--- config.mk ---
export PLATFORM = sky130hd
export DESIGN_NAME = mem_wb_writeback_flat
export DESIGN_NICKNAME = d
export VERILOG_FILES = /design/src/rtl/mem_wb_writeback_pkg.sv /design/src/rtl/mem_wb_writeback_if.sv /design/src/rtl/mem_wb_writeback_timeout_counter.sv /design/src/rtl/mem_wb_writeback.sv /design/src/flat_wrapper.sv
export SDC_FILE = /design/constraint.sdc
export NUM_CORES = 1
export LEC_CHECK = 0
export ABC_CLOCK_PERIOD_IN_PS = 2300
export CORE_AREA = 2 2 101 103
export DETAILED_ROUTE_END_ITERATION = 16
export DIE_AREA = 0 0 103 105
export PLACE_DENSITY_LB_ADDON = 0.15
export SLEW_MARGIN = 20
export SYNTH_ARGS = -nofsm -noshare
export SYNTH_HDL_FRONTEND = slang
export SYNTH_HIERARCHICAL = 1
export SYNTH_SLANG_ARGS = --single-unit
--- constraint.sdc ---
create_clock -name clk -period 2.3 [get_ports clk]
set_input_delay 0.69 -clock clk [delete_from_list [all_inputs] [get_ports clk]]
set_output_delay 0.69 -clock clk [all_outputs]
set_load 0.005 [all_outputs]
--- src/rtl/mem_wb_writeback_pkg.sv ---
// Shared types and constants for the MEM/WB writeback slice.
package wb_pkg;

   localparam int unsigned DATA_W_DEF = 32;
   localparam int unsigned ADDR_W_DEF = 5;

   // Register 0 is hardwired to zero, so it is never written.
   localparam logic [4:0] REG_ZERO = 5'd0;

   typedef enum logic [1:0] {
      IDLE     = 2'd0,
      WAIT_MEM = 2'd1,
      WRITE    = 2'd2
   } wb_state_e;

endpackage

--- src/rtl/mem_wb_writeback_if.sv ---
// Retiring-instruction handshake, load-data return and register-file write bus.
interface mem_wb_writeback_if
   import wb_pkg::*;
#(
   parameter int unsigned DATA_W = DATA_W_DEF,
   parameter int unsigned ADDR_W = ADDR_W_DEF
);

   logic              in_valid;
   logic              in_ready;
   logic [ADDR_W-1:0] in_rd;
   logic              in_regwrite;
   logic              in_memtoreg;
   logic [DATA_W-1:0] in_aluresult;
   logic [DATA_W-1:0] mem_rdata;
   logic              mem_rvalid;
   logic [ADDR_W-1:0] rd;
   logic [DATA_W-1:0] writedata;
   logic              regwrite;
   logic              timeout_err;
   logic [31:0]       retired;
   logic              fwd_valid;
   logic [ADDR_W-1:0] fwd_rd;
   logic [DATA_W-1:0] fwd_data;

   modport master (
      output in_valid, in_rd, in_regwrite, in_memtoreg, in_aluresult, mem_rdata, mem_rvalid,
      input  in_ready, rd, writedata, regwrite, timeout_err, retired, fwd_valid, fwd_rd, fwd_data
   );

   modport slave (
      input  in_valid, in_rd, in_regwrite, in_memtoreg, in_aluresult, mem_rdata, mem_rvalid,
      output in_ready, rd, writedata, regwrite, timeout_err, retired, fwd_valid, fwd_rd, fwd_data
   );

endinterface

--- src/rtl/mem_wb_writeback_timeout_counter.sv ---
// Load-wait cycle counter: cleared when a load is accepted, counts each idle wait cycle,
// flags the last permitted wait cycle.
module wb_timeout_counter
   import wb_pkg::*;
#(
   parameter int unsigned MEM_TIMEOUT = 16
) (
   input  logic clk,
   input  logic rst,
   input  logic clear,
   input  logic enable,
   output logic expired
);

   localparam int unsigned CNT_W = (MEM_TIMEOUT > 1) ? $clog2(MEM_TIMEOUT) : 1;
   localparam logic [CNT_W-1:0] LAST = CNT_W'(MEM_TIMEOUT - 1);

   logic [CNT_W-1:0] cnt_q;
   logic [CNT_W-1:0] cnt_d;

   // Next count: clear has priority over increment.
   always_comb begin
      cnt_d = cnt_q;
      if (clear) begin
         cnt_d = '0;
      end else if (enable) begin
         cnt_d = cnt_q + 1'b1;
      end
   end

   // Count register.
   always_ff @(posedge clk) begin
      if (rst) begin
         cnt_q <= '0;
      end else begin
         cnt_q <= cnt_d;
      end
   end

   assign expired = (cnt_q == LAST);

endmodule

--- src/rtl/mem_wb_writeback.sv ---
// MEM/WB writeback stage: accepts one retiring instruction per handshake, selects ALU result
// or load data, and drives the register-file write port with a one-cycle strobe.
// Optional EX bypass outputs are enabled by defining WB_FORWARD_EN.
module mem_wb_writeback
   import wb_pkg::*;
#(
   parameter int unsigned DATA_W      = DATA_W_DEF,
   parameter int unsigned ADDR_W      = ADDR_W_DEF,
   parameter int unsigned MEM_TIMEOUT = 16
) (
   input logic               clk,
   input logic               rst,
   mem_wb_writeback_if.slave bus
);

   localparam logic [ADDR_W-1:0] RD_ZERO = ADDR_W'(REG_ZERO);

   wb_state_e         state_q, state_d;
   logic [ADDR_W-1:0] rd_q, rd_d;
   logic [DATA_W-1:0] writedata_q, writedata_d;
   logic [ADDR_W-1:0] pend_rd_q, pend_rd_d;
   logic              pend_rw_q, pend_rw_d;
   logic              regwrite_q, regwrite_d;
   logic              timeout_err_q, timeout_err_d;
   logic [31:0]       retired_q, retired_d;

   logic in_ready;
   logic accept;
   logic cnt_clear;
   logic cnt_en;
   logic cnt_expired;

   assign in_ready = (state_q != WAIT_MEM);
   assign accept   = bus.in_valid && in_ready;

   wb_timeout_counter #(
      .MEM_TIMEOUT (MEM_TIMEOUT)
   ) u_timeout (
      .clk     (clk),
      .rst     (rst),
      .clear   (cnt_clear),
      .enable  (cnt_en),
      .expired (cnt_expired)
   );

   // Next-state and write decision. The write strobe and retired count are registered on the
   // edge that enters WRITE, so they appear together with rd/writedata during the WRITE cycle.
   // Load fields park in pend_* so rd/writedata only change on entering WRITE.
   always_comb begin
      state_d       = state_q;
      rd_d          = rd_q;
      writedata_d   = writedata_q;
      pend_rd_d     = pend_rd_q;
      pend_rw_d     = pend_rw_q;
      regwrite_d    = 1'b0;
      timeout_err_d = 1'b0;
      retired_d     = retired_q;
      cnt_clear     = 1'b0;
      cnt_en        = 1'b0;
      case (state_q)
         IDLE, WRITE: begin
            state_d = IDLE;
            if (accept) begin
               if (bus.in_memtoreg) begin
                  pend_rd_d = bus.in_rd;
                  pend_rw_d = bus.in_regwrite;
                  cnt_clear = 1'b1;
                  state_d   = WAIT_MEM;
               end else begin
                  rd_d        = bus.in_rd;
                  writedata_d = bus.in_aluresult;
                  state_d     = WRITE;
                  if (bus.in_regwrite && (bus.in_rd != RD_ZERO)) begin
                     regwrite_d = 1'b1;
                     retired_d  = retired_q + 32'd1;
                  end
               end
            end
         end
         WAIT_MEM: begin
            // Returning data beats a simultaneous timeout.
            if (bus.mem_rvalid) begin
               rd_d        = pend_rd_q;
               writedata_d = bus.mem_rdata;
               state_d     = WRITE;
               if (pend_rw_q && (pend_rd_q != RD_ZERO)) begin
                  regwrite_d = 1'b1;
                  retired_d  = retired_q + 32'd1;
               end
            end else if (cnt_expired) begin
               timeout_err_d = 1'b1;
               state_d       = IDLE;
            end else begin
               cnt_en = 1'b1;
            end
         end
         default: state_d = IDLE;
      endcase
   end

   // State and output registers.
   always_ff @(posedge clk) begin
      if (rst) begin
         state_q       <= IDLE;
         rd_q          <= '0;
         writedata_q   <= '0;
         pend_rd_q     <= '0;
         pend_rw_q     <= 1'b0;
         regwrite_q    <= 1'b0;
         timeout_err_q <= 1'b0;
         retired_q     <= '0;
      end else begin
         state_q       <= state_d;
         rd_q          <= rd_d;
         writedata_q   <= writedata_d;
         pend_rd_q     <= pend_rd_d;
         pend_rw_q     <= pend_rw_d;
         regwrite_q    <= regwrite_d;
         timeout_err_q <= timeout_err_d;
         retired_q     <= retired_d;
      end
   end

   assign bus.in_ready    = in_ready;
   assign bus.rd          = rd_q;
   assign bus.writedata   = writedata_q;
   assign bus.regwrite    = regwrite_q;
   assign bus.timeout_err = timeout_err_q;
   assign bus.retired     = retired_q;

`ifdef WB_FORWARD_EN
   assign bus.fwd_valid = regwrite_q;
   assign bus.fwd_rd    = rd_q;
   assign bus.fwd_data  = writedata_q;
`else
   assign bus.fwd_valid = 1'b0;
   assign bus.fwd_rd    = '0;
   assign bus.fwd_data  = '0;
`endif

endmodule

--- src/flat_wrapper.sv ---
// flat-port wrapper written by rule: the top's interface ports become plain ports
module mem_wb_writeback_flat import wb_pkg::*;
#(
   parameter int unsigned DATA_W      = DATA_W_DEF,
   parameter int unsigned ADDR_W      = ADDR_W_DEF,
   parameter int unsigned MEM_TIMEOUT = 16
)
  (clk, rst, bus_in_valid, bus_in_rd, bus_in_regwrite, bus_in_memtoreg, bus_in_aluresult, bus_mem_rdata, bus_mem_rvalid, bus_in_ready, bus_rd, bus_writedata, bus_regwrite, bus_timeout_err, bus_retired, bus_fwd_valid, bus_fwd_rd, bus_fwd_data);
  mem_wb_writeback_if #(.DATA_W(DATA_W), .ADDR_W(ADDR_W)) bus_i ();
  input logic clk;
  input logic rst;
  input wire logic [$bits(bus_i.in_valid)-1:0] bus_in_valid;
  input wire logic [$bits(bus_i.in_rd)-1:0] bus_in_rd;
  input wire logic [$bits(bus_i.in_regwrite)-1:0] bus_in_regwrite;
  input wire logic [$bits(bus_i.in_memtoreg)-1:0] bus_in_memtoreg;
  input wire logic [$bits(bus_i.in_aluresult)-1:0] bus_in_aluresult;
  input wire logic [$bits(bus_i.mem_rdata)-1:0] bus_mem_rdata;
  input wire logic [$bits(bus_i.mem_rvalid)-1:0] bus_mem_rvalid;
  output wire logic [$bits(bus_i.in_ready)-1:0] bus_in_ready;
  output wire logic [$bits(bus_i.rd)-1:0] bus_rd;
  output wire logic [$bits(bus_i.writedata)-1:0] bus_writedata;
  output wire logic [$bits(bus_i.regwrite)-1:0] bus_regwrite;
  output wire logic [$bits(bus_i.timeout_err)-1:0] bus_timeout_err;
  output wire logic [$bits(bus_i.retired)-1:0] bus_retired;
  output wire logic [$bits(bus_i.fwd_valid)-1:0] bus_fwd_valid;
  output wire logic [$bits(bus_i.fwd_rd)-1:0] bus_fwd_rd;
  output wire logic [$bits(bus_i.fwd_data)-1:0] bus_fwd_data;
  assign bus_i.in_valid = bus_in_valid;
  assign bus_i.in_rd = bus_in_rd;
  assign bus_i.in_regwrite = bus_in_regwrite;
  assign bus_i.in_memtoreg = bus_in_memtoreg;
  assign bus_i.in_aluresult = bus_in_aluresult;
  assign bus_i.mem_rdata = bus_mem_rdata;
  assign bus_i.mem_rvalid = bus_mem_rvalid;
  assign bus_in_ready = bus_i.in_ready;
  assign bus_rd = bus_i.rd;
  assign bus_writedata = bus_i.writedata;
  assign bus_regwrite = bus_i.regwrite;
  assign bus_timeout_err = bus_i.timeout_err;
  assign bus_retired = bus_i.retired;
  assign bus_fwd_valid = bus_i.fwd_valid;
  assign bus_fwd_rd = bus_i.fwd_rd;
  assign bus_fwd_data = bus_i.fwd_data;
  mem_wb_writeback #(.DATA_W(DATA_W), .ADDR_W(ADDR_W), .MEM_TIMEOUT(MEM_TIMEOUT)) u_core (.clk(clk), .rst(rst), .bus(bus_i));
endmodule
==> results.yml <==
detailed_routing:
  drt_wl_total_mm: 11.1
  drt_first_iter_violations: 215
  first_pass_iters: 4
  vias: 3954
  via_per_inst: 5.01
  wl_per_cell_um: 14.0
  route.detailed.drc: 0
  ant_nets: 0
grt:
  grt_pass1_vias: 3725
  grt_pass1_wl_mm: 17.7
  antenna_found_initial: 1
  grt_usage_pct: 20.2
  grt_max_degree: 54
  overflow: 0
sta:
  slew_headroom_pct: 61.2
  fin_ws_ps: 115
  period_needed_ps: 2190
  slew_violations: 0
  finalSetupViolCount: 0
  max_freq_mhz: 458
  hold_violations: 0
  hold_slack_ps: 496
  clock_skew_ps: 10.2
  period_share_pct: 95.0
  worst_pin_slew_ps: 583
worst_setup_path:
  reg2reg_to: "u_core/bus.retired[30]"
  reg2reg_depth: 5
  cp-end-kind: "flip-flop"
  cp_data_arrival_time_ps: 2470
  r2r_slack_ps: 110
  rr_startpoint: "u_core/bus.retired[8]"
  critPathKind: "flip-flop to flip-flop"
  cp_max_fo: 4
  crit_required_ps: 2590
  startpoint_type: "flip-flop"
run_status:
  outcome: "complete, no violations"
floorplanning:
  core_mm2: 0.00964
  start_util_pct: 41.7
  die_y_um: 105
  die-area_mm2: 0.0108
  die_x_um: 103
  rows: 36
  num_io_pins: 185
placement:
  place_inst: 768
  portBuffers: 146
  dpl.hpwl_mm: 8.03
  pre_cts_ws_ps: -473
  place_congestion: 0.774
layout:
  layout.cells.most_common_list: "clkdlybuf4s50_1, nand2_1, dfxtp_1"
  mostFrequentLayoutCell: "clkdlybuf4s50_1"
  nFillCells: 872
  drive_above_1_share_pct: 12.5
  final_cells: 790
  utilization_pct: 62.1
  synthToLayoutAreaGrowth_pct: 49.0
  nets: 728
yosys:
  synth.distinct_cells: 48
  syn_area_per_cell_um2: 8.28
  ys_ff_latch: 83
  async_reset_ff_share_pct: 0
  yosysWarnings: 6
  synthesis.area_mm2: 0.00402
  ys.flop_type: "dfxtp_1"
  synth_edf_count: 0
  synth_area_leaders: "dfxtp_1, a311oi_1, nand2_1, buf_4, nor2_1"
  syn_inst: 485
  yosysTopAreaCell: "dfxtp_1"
  synth_top_area_share_pct: 41.4
  ys_seq_area_share_pct: 41.4
pwr:
  p_int_mw: 2.57
  clkPwrFrac_pct: 37.8
  p_leak_nw: 2.32
  p_comb_share_pct: 16.4
  pwr_density_cell_mw_per_mm2: 562
  p_switching_uw: 795
  switching_share_pct: 23.6
  finalPower_mw: 3.37
  power_frac_seq_pct: 45.9
  peakVddDrop_uv: 355
hold_path:
  holdPathEnd: "u_core/bus.rd[3]"
  hp-start: "u_core/pend_rd_q[3]"
  holdPathStages: 2
  hold_class: "flip-flop to flip-flop"
clocking:
  cts-root-buf: "clkbuf_8"
  htreeDepth: 3
  clock_sinks: 83
  cts_buffer_depth: 2
  clk_pin_slew_ps: 90
  cts_tree: "done"
  insertion_delay_ps: 350
  cts_buffers: 9
flow_run:
  maxCapViolations: 0
## routing by layer
metal | vias up | GRT usage (%) | part of all wire (%)
li1 | 1967 | - | -
met1 | 1827 | 25.8 | 44
met2 | 143 | 32.4 | 47
met3 | 17 | 4.95 | 7.2
met4 | 0 | 7.42 | 1.6
met5 | - | 0 | 0
## power groups by stage
stage               clock, mW  combinational, mW  sequential [mW]
floorplan                   0              0.265             1.58
global placement            0              0.543             1.57
detailed placement          0              0.550             1.58
CTS                      1.30              0.554             1.54
global route             1.35              0.605             1.55
finish                   1.27              0.551             1.54
## worst max-delay path, stage by stage, from the launching register on
cell and delay [ps]:
dfxtp_1 390, nand4_2 190, or3_4 420, or4_4 550, or4_1 410, a21oi_1 150
## area by class of cell
class	instances	area (um2)	area share [%]
well taps	133	166	2.78
clock buffers	12	145	2.43
repair buffers	186	1780	29.8
inverters	8	43.8	0.732
clock inverters	4	97.6	1.63
diodes	1	2.50	0.0418
flip-flops and latches	83	1660	27.8
multi-input cells	363	2080	34.8
## repair_timing
action / in CTS / in global routing
hold buffers: 0 / 0
buffers inserted: 4 / 1
gates resized for setup: 7 / 13
endpoints found under the setup margin: 13 / 19
pin swaps: 6 / 6
gates cloned: 0 / 0
## cells in the mapped netlist (5+ instances only)
cell type,instances
a21oi_1,21
a311oi_1,37
and3_1,6
buf_4,38
clkbuf_1,25
dfxtp_1,83
inv_1,6
mux2i_1,7
nand2_1,85
nand3_1,11
nand4_1,10
nor2_1,59
nor3_1,5
o21ai_0,9
o31ai_1,10
or3_1,9
or4_1,10
xor2_1,12
## through the flow
stage	TNS (ps)	cell area, um2
floorplan	0	4160
finish	0	5980
global route	-3.05	5980
global placement	-9150	5650
CTS	0	5940
detailed placement	-10090	5650
## worst max path at each step
| stage | slack [ps] | start | depth (start not counted) | to |
|---|---|---|---|---|
| after floorplan | 190 | bus_in_memtoreg | 6 | u_core/bus.retired[16] |
| after detailed placement | -470 | bus_in_rd[4] | 9 | u_core/bus.retired[7] |
| after global routing | -3 | u_core/bus.retired[2] | 6 | u_core/bus.retired[24] |
| after global placement | -480 | bus_in_rd[0] | 8 | u_core/bus.retired[29] |
| after CTS | 5 | bus_in_memtoreg | 7 | u_core/bus.retired[27] |
| final | 110 | u_core/bus.retired[8] | 5 | u_core/bus.retired[30] |
## registers in the layout (all words and copies together) (netlist names), 2 cells and up
register	flops
u_core/bus.retired	32
u_core/u_timeout/cnt_q	4
u_core/pend_rd_q	5
u_core/state_q	2
u_core/bus.rd	5
u_core/bus.writedata	32
## logic make-up after synthesis
family / Yosys count / share of synthesized area (%)
and+or+nand+nor: 219 / 26.5
adders and majority gates: 2 / 0.623
muxes: 8 / 2.02
DFF: 83 / 41.4
AOI/OAI and AO/OA: 83 / 15.2
other: 1 / 0.0934
xor gates and xnor gates: 13 / 2.83
buffers and inverters: 76 / 11.4
Power figures use the tool's default switching activity.
